$ cat src/rtl/mul_pkg.sv
// Shared encodings for the multiply functional unit: RV32M funct3 codes,
// multiplier type select and the issue controller state machine.
package mul_pkg;

    localparam logic [2:0] F3_MUL    = 3'b000;
    localparam logic [2:0] F3_MULH   = 3'b001;
    localparam logic [2:0] F3_MULHSU = 3'b010;
    localparam logic [2:0] F3_MULHU  = 3'b011;

    localparam logic [1:0] MT_UU = 2'b11;
    localparam logic [1:0] MT_SS = 2'b01;
    localparam logic [1:0] MT_SU = 2'b10;

    typedef enum logic [1:0] {
        IDLE  = 2'd0,
        BUSY  = 2'd1,
        OUT   = 2'd2,
        DRAIN = 2'd3
    } mul_state_t;

    // Signedness of the operands follows the opcode; MUL's low half is sign-agnostic.
    function automatic logic [1:0] mt_of_funct3(input logic [2:0] f3);
        case (f3)
            F3_MULHSU: return MT_SU;
            F3_MULHU:  return MT_UU;
            default:   return MT_SS;
        endcase
    endfunction

endpackage

$ cat src/rtl/mul_fu_controller.sv
// Issue-side controller for the iterative shift-add multiplier: takes one op
// from the RS, runs the multiplier handshake and broadcasts the result on the CDB.
module mul_fu_controller
    import mul_pkg::*;
#(
    parameter int XLEN      = 32,
    parameter int ROB_TAG_W = 5
) (
    input  logic                 clk,
    input  logic                 rst_n,
    input  logic                 req_valid,
    output logic                 req_ready,
    input  logic [2:0]           req_funct3,
    input  logic [XLEN-1:0]      req_rs1,
    input  logic [XLEN-1:0]      req_rs2,
    input  logic [ROB_TAG_W-1:0] req_tag,
    input  logic                 flush,
    output logic                 mult_start,
    output logic [1:0]           mult_type,
    output logic [XLEN-1:0]      mult_a,
    output logic [XLEN-1:0]      mult_b,
    input  logic [2*XLEN-1:0]    mult_p,
    input  logic                 mult_done,
    output logic                 cdb_valid,
    input  logic                 cdb_ready,
    output logic [ROB_TAG_W-1:0] cdb_tag,
    output logic [XLEN-1:0]      cdb_data
);

    mul_state_t           state, state_n;
    logic                 squash, squash_n;
    logic                 hi_sel, hi_sel_n;
    logic                 start_n;
    logic [1:0]           type_n;
    logic [XLEN-1:0]      a_n, b_n, data_n;
    logic                 valid_n;
    logic [ROB_TAG_W-1:0] tag_n;
    logic                 accept;

    // Held low while reset is asserted so the RS never sees an accept during reset.
    assign req_ready = rst_n & (state == IDLE) & ~flush;
    assign accept    = req_valid & req_ready;

    always_comb begin
        state_n  = state;
        squash_n = squash;
        hi_sel_n = hi_sel;
        start_n  = mult_start;
        type_n   = mult_type;
        a_n      = mult_a;
        b_n      = mult_b;
        valid_n  = cdb_valid;
        tag_n    = cdb_tag;
        data_n   = cdb_data;

        case (state)
            IDLE: begin
                if (accept) begin
                    a_n      = req_rs1;
                    b_n      = req_rs2;
                    tag_n    = req_tag;
                    hi_sel_n = (req_funct3 != F3_MUL);
                    type_n   = mt_of_funct3(req_funct3);
                    start_n  = 1'b1;
                    squash_n = 1'b0;
                    state_n  = BUSY;
                end
            end
            BUSY: begin
                // The multiplier cannot abort, so a flush only marks the result as dead.
                if (flush) squash_n = 1'b1;
                if (mult_done) begin
                    start_n  = 1'b0;
                    data_n   = hi_sel ? mult_p[2*XLEN-1:XLEN] : mult_p[XLEN-1:0];
                    squash_n = 1'b0;
                    if (squash || flush) begin
                        state_n = DRAIN;
                    end else begin
                        valid_n = 1'b1;
                        state_n = OUT;
                    end
                end
            end
            OUT: begin
                if (flush || cdb_ready) begin
                    valid_n = 1'b0;
                    state_n = IDLE;
                end
            end
            DRAIN: begin
                state_n = IDLE;
            end
            default: state_n = IDLE;
        endcase
    end

    always_ff @(posedge clk) begin
        if (!rst_n) begin
            state      <= IDLE;
            squash     <= 1'b0;
            hi_sel     <= 1'b0;
            mult_start <= 1'b0;
            mult_type  <= 2'b00;
            mult_a     <= '0;
            mult_b     <= '0;
            cdb_valid  <= 1'b0;
            cdb_tag    <= '0;
            cdb_data   <= '0;
        end else begin
            state      <= state_n;
            squash     <= squash_n;
            hi_sel     <= hi_sel_n;
            mult_start <= start_n;
            mult_type  <= type_n;
            mult_a     <= a_n;
            mult_b     <= b_n;
            cdb_valid  <= valid_n;
            cdb_tag    <= tag_n;
            cdb_data   <= data_n;
        end
    end

endmodule

$ cat config.mk
export PLATFORM = sky130hd
export DESIGN_NAME = mul_fu_controller
export DESIGN_NICKNAME = d
export VERILOG_FILES = /design/src/rtl/mul_pkg.sv /design/src/rtl/mul_fu_controller.sv
export SDC_FILE = /design/constraint.sdc
export NUM_CORES = 1
export LEC_CHECK = 0
export ABC_CLOCK_PERIOD_IN_PS = 1300
export CORE_MARGIN = 2
export CORE_UTILIZATION = 36
export DETAILED_ROUTE_END_ITERATION = 8
export PLACE_DENSITY = 0.77
export SYNTH_ARGS = -nofsm -noshare
export SYNTH_HDL_FRONTEND = slang
export SYNTH_SLANG_ARGS = --single-unit
$ cat constraint.sdc
create_clock -name clk -period 1.3 [get_ports clk]
set_input_delay 0.13 -clock clk [delete_from_list [all_inputs] [get_ports clk]]
set_output_delay 0.13 -clock clk [all_outputs]
set_load 0.02 [all_outputs]
==> impl_metrics.yaml <==
logic_synthesis:
  yosys-top-cells-area: "dfxtp_1 (47%), o21ai_2 (13%), nand2_1 (8.4%)"
  yosysTopAreaCell: "dfxtp_1"
  synth_top_cell_area_share_pct: 46.52
  netlist_instances: 491
  ys_ff_latch: 109
  synthesis.area_um2: 4691
  synthFlopType: "dfxtp_1"
  avgSynthCellArea_um2: 9.553
  synth_common_cells: "dfxtp_1 (109), nand2_1 (105), o21ai_2 (70)"
  yosysMostFrequentCell: "dfxtp_1"
  synth_nets: 633
  ys_types: 27
  ys_seq_area_share_pct: 46.52
  yosys_warnings: 0
  async_flop_share_pct: 0
  synth_edf_count: 0
critical_path:
  worstSetupPathType: "reg2reg"
  cp_data_arrival_time_ns: 1.73
  crit_path_max_incr_delay_ns: 0.33
  path_max_fanout: 26
  critPathBufInv: 2
  cp_top_family: "simple AND/OR/NAND/NOR gates"
  end_kind: "flip-flop"
  crit_chain: "nor4b_4 -> buf_4 -> and2_4 -> buf_12 -> o21a_1"
  crit_path_start_kind: "flip-flop"
  slowest_stage: "dfxtp_2"
  required_ns: 1.58
worst_hold_path:
  worst_hold_path_type: "in2reg"
clock_network:
  root_buffer: "clkbuf_16"
  clock_latency_ns: 0.34
  cts_tree: "built"
  numCtsBuffers: 9
  htreeDepth: 3
  clk_pin_slew_ns: 0.07
  cts_num_sinks: 109
  cts-hold-fix-buffers: 0
  clock_path_buffers: 2
sta:
  finalCritPeriodShare_pct: 111.0
  fmax_mhz: 692.9
  fin_ws_ns: -0.1432
  clock_skew_ns: 0.006222
  rsz0062_at_grt: "true"
  tightest_slew_ns: 0.6652
  min_period_ns: 1.443
  fin_tns_setup_ns: -9.039
  hold_viol_final: 0
  max_slew_margin_pct: 55.65
  final-setup-viol-count: 97
  report.final.slew_viol_count: 0
placed_design:
  place.gp.congestion: 0.8023
  place_inst: 887
  io_buffers: 247
  place_area_um2: 7310
  hpwl_um: 10090
power_and_ir_drop:
  p_sw_share_pct: 27.03
  power_density_nw_per_um2: 988.8
  power_uw: 7854
  vdd_drop_max_uv: 660.2
  pwr-share-seq_pct: 46.0
  switching_power_uw: 2123
  power_frac_comb_pct: 22.0
  p_int_uw: 5731
  p_leak_uw: 0.003833
  p_clk_share_pct: 31.9
route:
  dr.first_iter.drc_count: 316
  postRouteWirelength_um: 14460
  vias_per_cell: 4.947
  via_count: 4571
  final_antenna_net_count: 0
  wl_per_cell_um: 15.65
  dr.pass1.iters: 5
  drc: 0
run_status:
  violations: "setup timing"
  outcome: "finished, violations left"
cells_and_area:
  fin_area_um2: 7943
  fin_cells: 924
  fill_cells: 1059
  n_antenna_cell: 0
  area_growth_pct: 69.33
  drive_above_1_share_pct: 22.47
  final_nets: 889
die:
  start_util_pct: 37.02
  die-area_um2: 13960
  rows: 41
  design.core.area_um2: 12670
  die_h_um: 118.2
  die_w_um: 118.2
  top_level_ports: 248
global_routing:
  grt_pass1_wl_um: 22560
  grt_pass1_vias: 4487
  grt_max_degree: 65
  grt_use_total_pct: 19.57
  antenna_found_initial: 0
  grt_overflow: 0
run:
  drv_cap: 0
## worst min-delay path, stage by stage
cell and delay (ns):
buf_2 0.17, nand3_1 0.11, o21ai_2 0.05
## metal layers
metal  share of wire [%]  wire length (µm)  up-vias  global-route usage (%)
li1                    -                 -     2218                       -
met3                 8.0              1158       19                   5.888
met5                   0                 0        -                       0
met4                 1.7               242        0                   6.627
met2                  49              7126      196                   33.35
met1                  41              5937     2138                   23.41
## sequential cells by signal, summed over array words and instances, names as in the netlist
| register | flops |
|---|---|
| cdb_data | 32 |
| cdb_tag | 5 |
| cdb_valid | 1 |
| hi_sel | 1 |
| mult_a | 32 |
| mult_b | 32 |
| mult_start | 1 |
| mult_type | 2 |
| squash | 1 |
| state | 2 |
## power groups by stage
stage                     Clock [µW]  Sequential (µW)  Combinational, µW
after CTS                       2570             3610               1600
after floorplan                    0             3900                576
after detailed placement           0             3700               1690
final                           2510             3620               1730
after global routing            2720             3640               1850
after global placement             0             3690               1660
## layout make-up
cell class / count / area [µm²] / area share [%]
Tap cell: 172 / 215.2 / 2.710
Multi-Input combinational cell: 334 / 2320 / 29.21
Clock buffer: 12 / 236.5 / 2.977
Clock inverter: 4 / 25.02 / 0.3151
Sequential cell: 109 / 2186 / 27.52
Timing Repair Buffer: 293 / 2960 / 37.27
## kinds of logic (layout without fill, tap and decap cells)
group / Yosys count / after routing / share of synthesized area (%)
simple gates: 189 / 189 / 18.00
compound gates: 112 / 112 / 21.26
flops: 109 / 109 / 46.52
buf+inv: 48 / 309 / 7.175
mux: 33 / 33 / 7.042
## timing repair
action	CTS	global route
endpoints found under the hold margin	0	0
setup buffers	5	10
cloned	0	7
pin swaps	1	1
resized for setup	114	62
setup endpoints to repair	179	104
## per-stage QoR
| stage | hold WS [ns] | worst slack, ns | util, % |
|---|---|---|---|
| 4_1_cts | 0.1624 | -0.1985 | 59.27 |
| 2_1_floorplan | 0.2674 | -0.03048 | - |
| 5_1_grt | 0.1720 | -0.2577 | 62.68 |
| 3_3_place_gp | 0.4393 | -0.5850 | 57.69 |
| 6_report | 0.1611 | -0.1432 | 62.68 |
| 3_5_place_dp | 0.4521 | -0.5932 | 57.69 |
## placed cells by master, fill, tap and decap left out, types with 2 or more instances in the layout
cell / instances
buf_2: 2
clkbuf_16: 14
o21ai_2: 70
buf_6: 5
buf_4: 21
nand2_1: 75
clkinv_2: 2
nand3_1: 68
nor2_1: 4
nand2_2: 19
dlygate4sd2_1: 105
buf_12: 12
clkdlybuf4s50_1: 139
clkbuf_1: 3
clkinvlp_4: 2
o21ai_1: 2
a21oi_1: 3
nand2_4: 11
o211a_1: 32
nand2b_1: 2
buf_8: 4
dfxtp_2: 3
mux2i_1: 33
dfxtp_1: 106
o21a_1: 2
## worst paths after layout
path	startpoint	to	slack, ns	cells after the start
setup reg to reg	state[0]	mult_start	-0.14	5
hold reg to reg	mult_type[0]	mult_type[0]	0.46	2
hold / removal	req_valid	mult_a[11]	0.16	3
setup / recovery	state[0]	mult_start	-0.14	5
Power figures use the tool's default switching activity.
==> patch, RTL diff (config.mk and constraints unchanged) <==
Change the parameter `XLEN` from 32 to 64.
--- a/src/rtl/mul_fu_controller.sv
+++ b/src/rtl/mul_fu_controller.sv
@@ -5,3 +5,3 @@
 #(
-    parameter int XLEN      = 32,
+    parameter int XLEN      = 64,
     parameter int ROB_TAG_W = 5
Interface: changed (6 resized); port bits go from 248 to 472. No check against the original RTL was run, so the function may have changed too.
==> patch against the unedited design <==
The run still ends with negative setup slack left; wire length is 140% higher; setup slack worse by 0.16 ns; final cell count increased by 86%; combinational power increased by 96%; via count rose by 96%; die area is 72% higher; sequential cell count grew 96; count of clock-buffer cells in the layout grew 20; global-route usage increased by 5.2 points; area after synthesis up 75%; power increased by 110%; final area is 89% higher; critical endpoint is now mult_b[41].
==> patch: results (changes against the unedited design) <==
Clk_skew = 0.0116 ns (was 0.00622 ns)
Total GRT Usage = 24.8% (was 19.6%)
RD Place Congestion = 0.856 (was 0.802)
DR vias/cell = 5.23 (was 4.95)
Internal power = 12,100 uW (was 5730 uW)
Max FO, Critical Path = 8 (was 26)
Drt initial violations = 485 (was 316)
Largest net degree at the start of global routing = 68 (was 65)
Clk buf depth = 3 (was 2)
Sequential share of the synthesized area = 50.0% (was 46.5%)
Share of cells above drive strength 1 = 30.8% (was 22.5%)
Layout Nets = 1,683 (was 889)
Post-synthesis mux area share = 7.93% (was 7.04%)
CTS Buf Count = 23 (was 9)
Antenna violations before repair = 2 (was 0)
Largest family of logic cells by synthesized area = simple AND/OR/NAND/NOR gates (was compound AO/OA/AOI/OAI gates)
Ranking of synthesized cells by area = dfxtp_1, nand2_1, nand3_1 (was dfxtp_1, o21ai_2, nand2_1)
Vias in the first global route = 8,696 (was 4,487)
Synth Area in Adders = 0% (unchanged)
Fraction of the mapped netlist area in compound gates = 16.8% (was 21.3%)
Static Leakage = 0.00665 uW (was 0.00383 uW)
Slew HR = 74.0% (was 55.7%)
Final Worst Setup Slack = -0.300 ns (was -0.143 ns)
Setup WS pre-CTS = -0.494 ns (was -0.593 ns)
Failing checks = negative setup slack (unchanged)
DPL Wire Length = 22,100 microns (was 10,100 microns)
Hold Path Class = input pin to flop (unchanged)
CTS Root Cell = clkbuf_16 (unchanged)
Global-route wire length before repair = 47,700 microns (was 22,600 microns)
H-tree Lvls = 1 (was 3)
Status = finished with violations (unchanged)
PortBufs = 471 (was 247)
# fillers = 1,734 (was 1,059)
Worst vdd ir = 970 uV (was 660 uV)
XOR/XNOR share of the synthesized area = 0% (unchanged)
Placed cell area = 13,300 sq um (was 7310 sq um)
Biggest regs = cdb_data: 64 flops, mult_a: 64 flops, mult_b: 64 flops (was cdb_data: 32 flops, mult_a: 32 flops, mult_b: 32 flops)
Clk_lat worst skew = 0.51 ns (was 0.34 ns)
Ys Warns = 0 (unchanged)
Clock Pin Slew Worst Setup and Hold Paths = 0.06 ns
Top cells by count, synth = dfxtp_1, nand2_1, nand3_1 (was dfxtp_1, nand2_1, o21ai_2)
Finish-stage setup viols = 204 (was 97)
Count of different cell masters after synthesis = 25 (was 27)
DRT Pass-1 Iters = 7 (was 5)
Syn_nets = 1,187 (was 633)
Fraction of registers with async set/reset = 0% (unchanged)
Drt wl/cell = 20.1 microns (was 15.7 microns)
-- patch: changes by cell type after synthesis, moves of 11 or more --
cell,change
clkbuf_1,+11
buf_2,+12
buf_6,+16
buf_4,+13
dfxtp_1,+96
mux2i_1,+32
nand2_1,+96
nand3_1,+64
o21ai_2,-70
o211a_1,+32
o21ai_1,+128
-- patch: worst max-delay path, stage by stage (launching register included) --
cell and delay, ns:
dfxtp_4 0.35, nor4b_4 0.23, buf_4 0.18, buf_6 0.11
and2_4 0.20, buf_12 0.17, clkbuf_16 0.17, o21ai_1 0.07
-- patch: repair_timing --
action                     in CTS  in global routing
setup endpoints to repair     404                305
setup buffers                  14                  8
cloned                         11                 17
resized for setup             578                248
pin swaps                      61                 38
-- patch: layer usage --
| layer | share of wire [%] | track usage, % | wire (microns) | up-vias |
|---|---|---|---|---|
| li1 | - | - | - | 4211 |
| met1 | 37 | 27.2 | 12600 | 4300 |
| met2 | 52 | 44.9 | 17900 | 383 |
| met3 | 7.8 | 6.91 | 2690 | 83 |
| met4 | 3.8 | 10.7 | 1320 | 0 |
| met5 | 0 | 0 | 0 | - |
-- patch: layout make-up --
cell class | instances | area share [%]
repair buffers | 560 | 38.1
well taps | 285 | 2.38
clock buffers | 32 | 4.33
diodes | 2 | 0.0334
clock inverters | 10 | 0.567
multi-input cells | 623 | 27.2
flip-flops and latches | 205 | 27.4
-- patch: final timing paths --
path | startpoint | endpoint | slack, ns | cells after the start
setup / recovery | state[1] | mult_b[41] | -0.30 | 7
hold / removal | rst_n | cdb_tag[2] | 0.13 | 4
setup reg to reg | state[1] | mult_b[41] | -0.30 | 7
hold reg to reg | mult_b[34] | mult_b[34] | 0.45 | 2
-- patch: logic make-up (layout without fill, tap and decap cells) --
group / after synthesis / in the layout
mux: 65 / 65
buf+inv: 90 / 602
flops: 205 / 205
compound gates: 208 / 208
simple gates: 349 / 350
other cells: 0 / 2
-- patch: power by group through the flow --
stage | registers [uW] | clock network [uW] | logic [uW]
final | 6820 | 6340 | 3390
after global routing | 6850 | 6730 | 3580
after CTS | 6810 | 6420 | 3220
after detailed placement | 6950 | 0 | 3110
after global placement | 6930 | 0 | 3090
after floorplan | 7330 | 0 | 910
-- patch: stage by stage --
stage	hold slack, ns	TNS, ns	cells	utilization, %	total power, uW
floorplan	0.260	0	917	-	8240
global placement	0.434	-67.81	1629	59.0	10000
detailed placement	0.440	-69.69	1629	59.0	10100
CTS	0.0990	-43.67	1696	65.3	16400
global route	0.141	-58.96	1717	66.6	17200
finish	0.132	-46.69	1717	66.6	16500
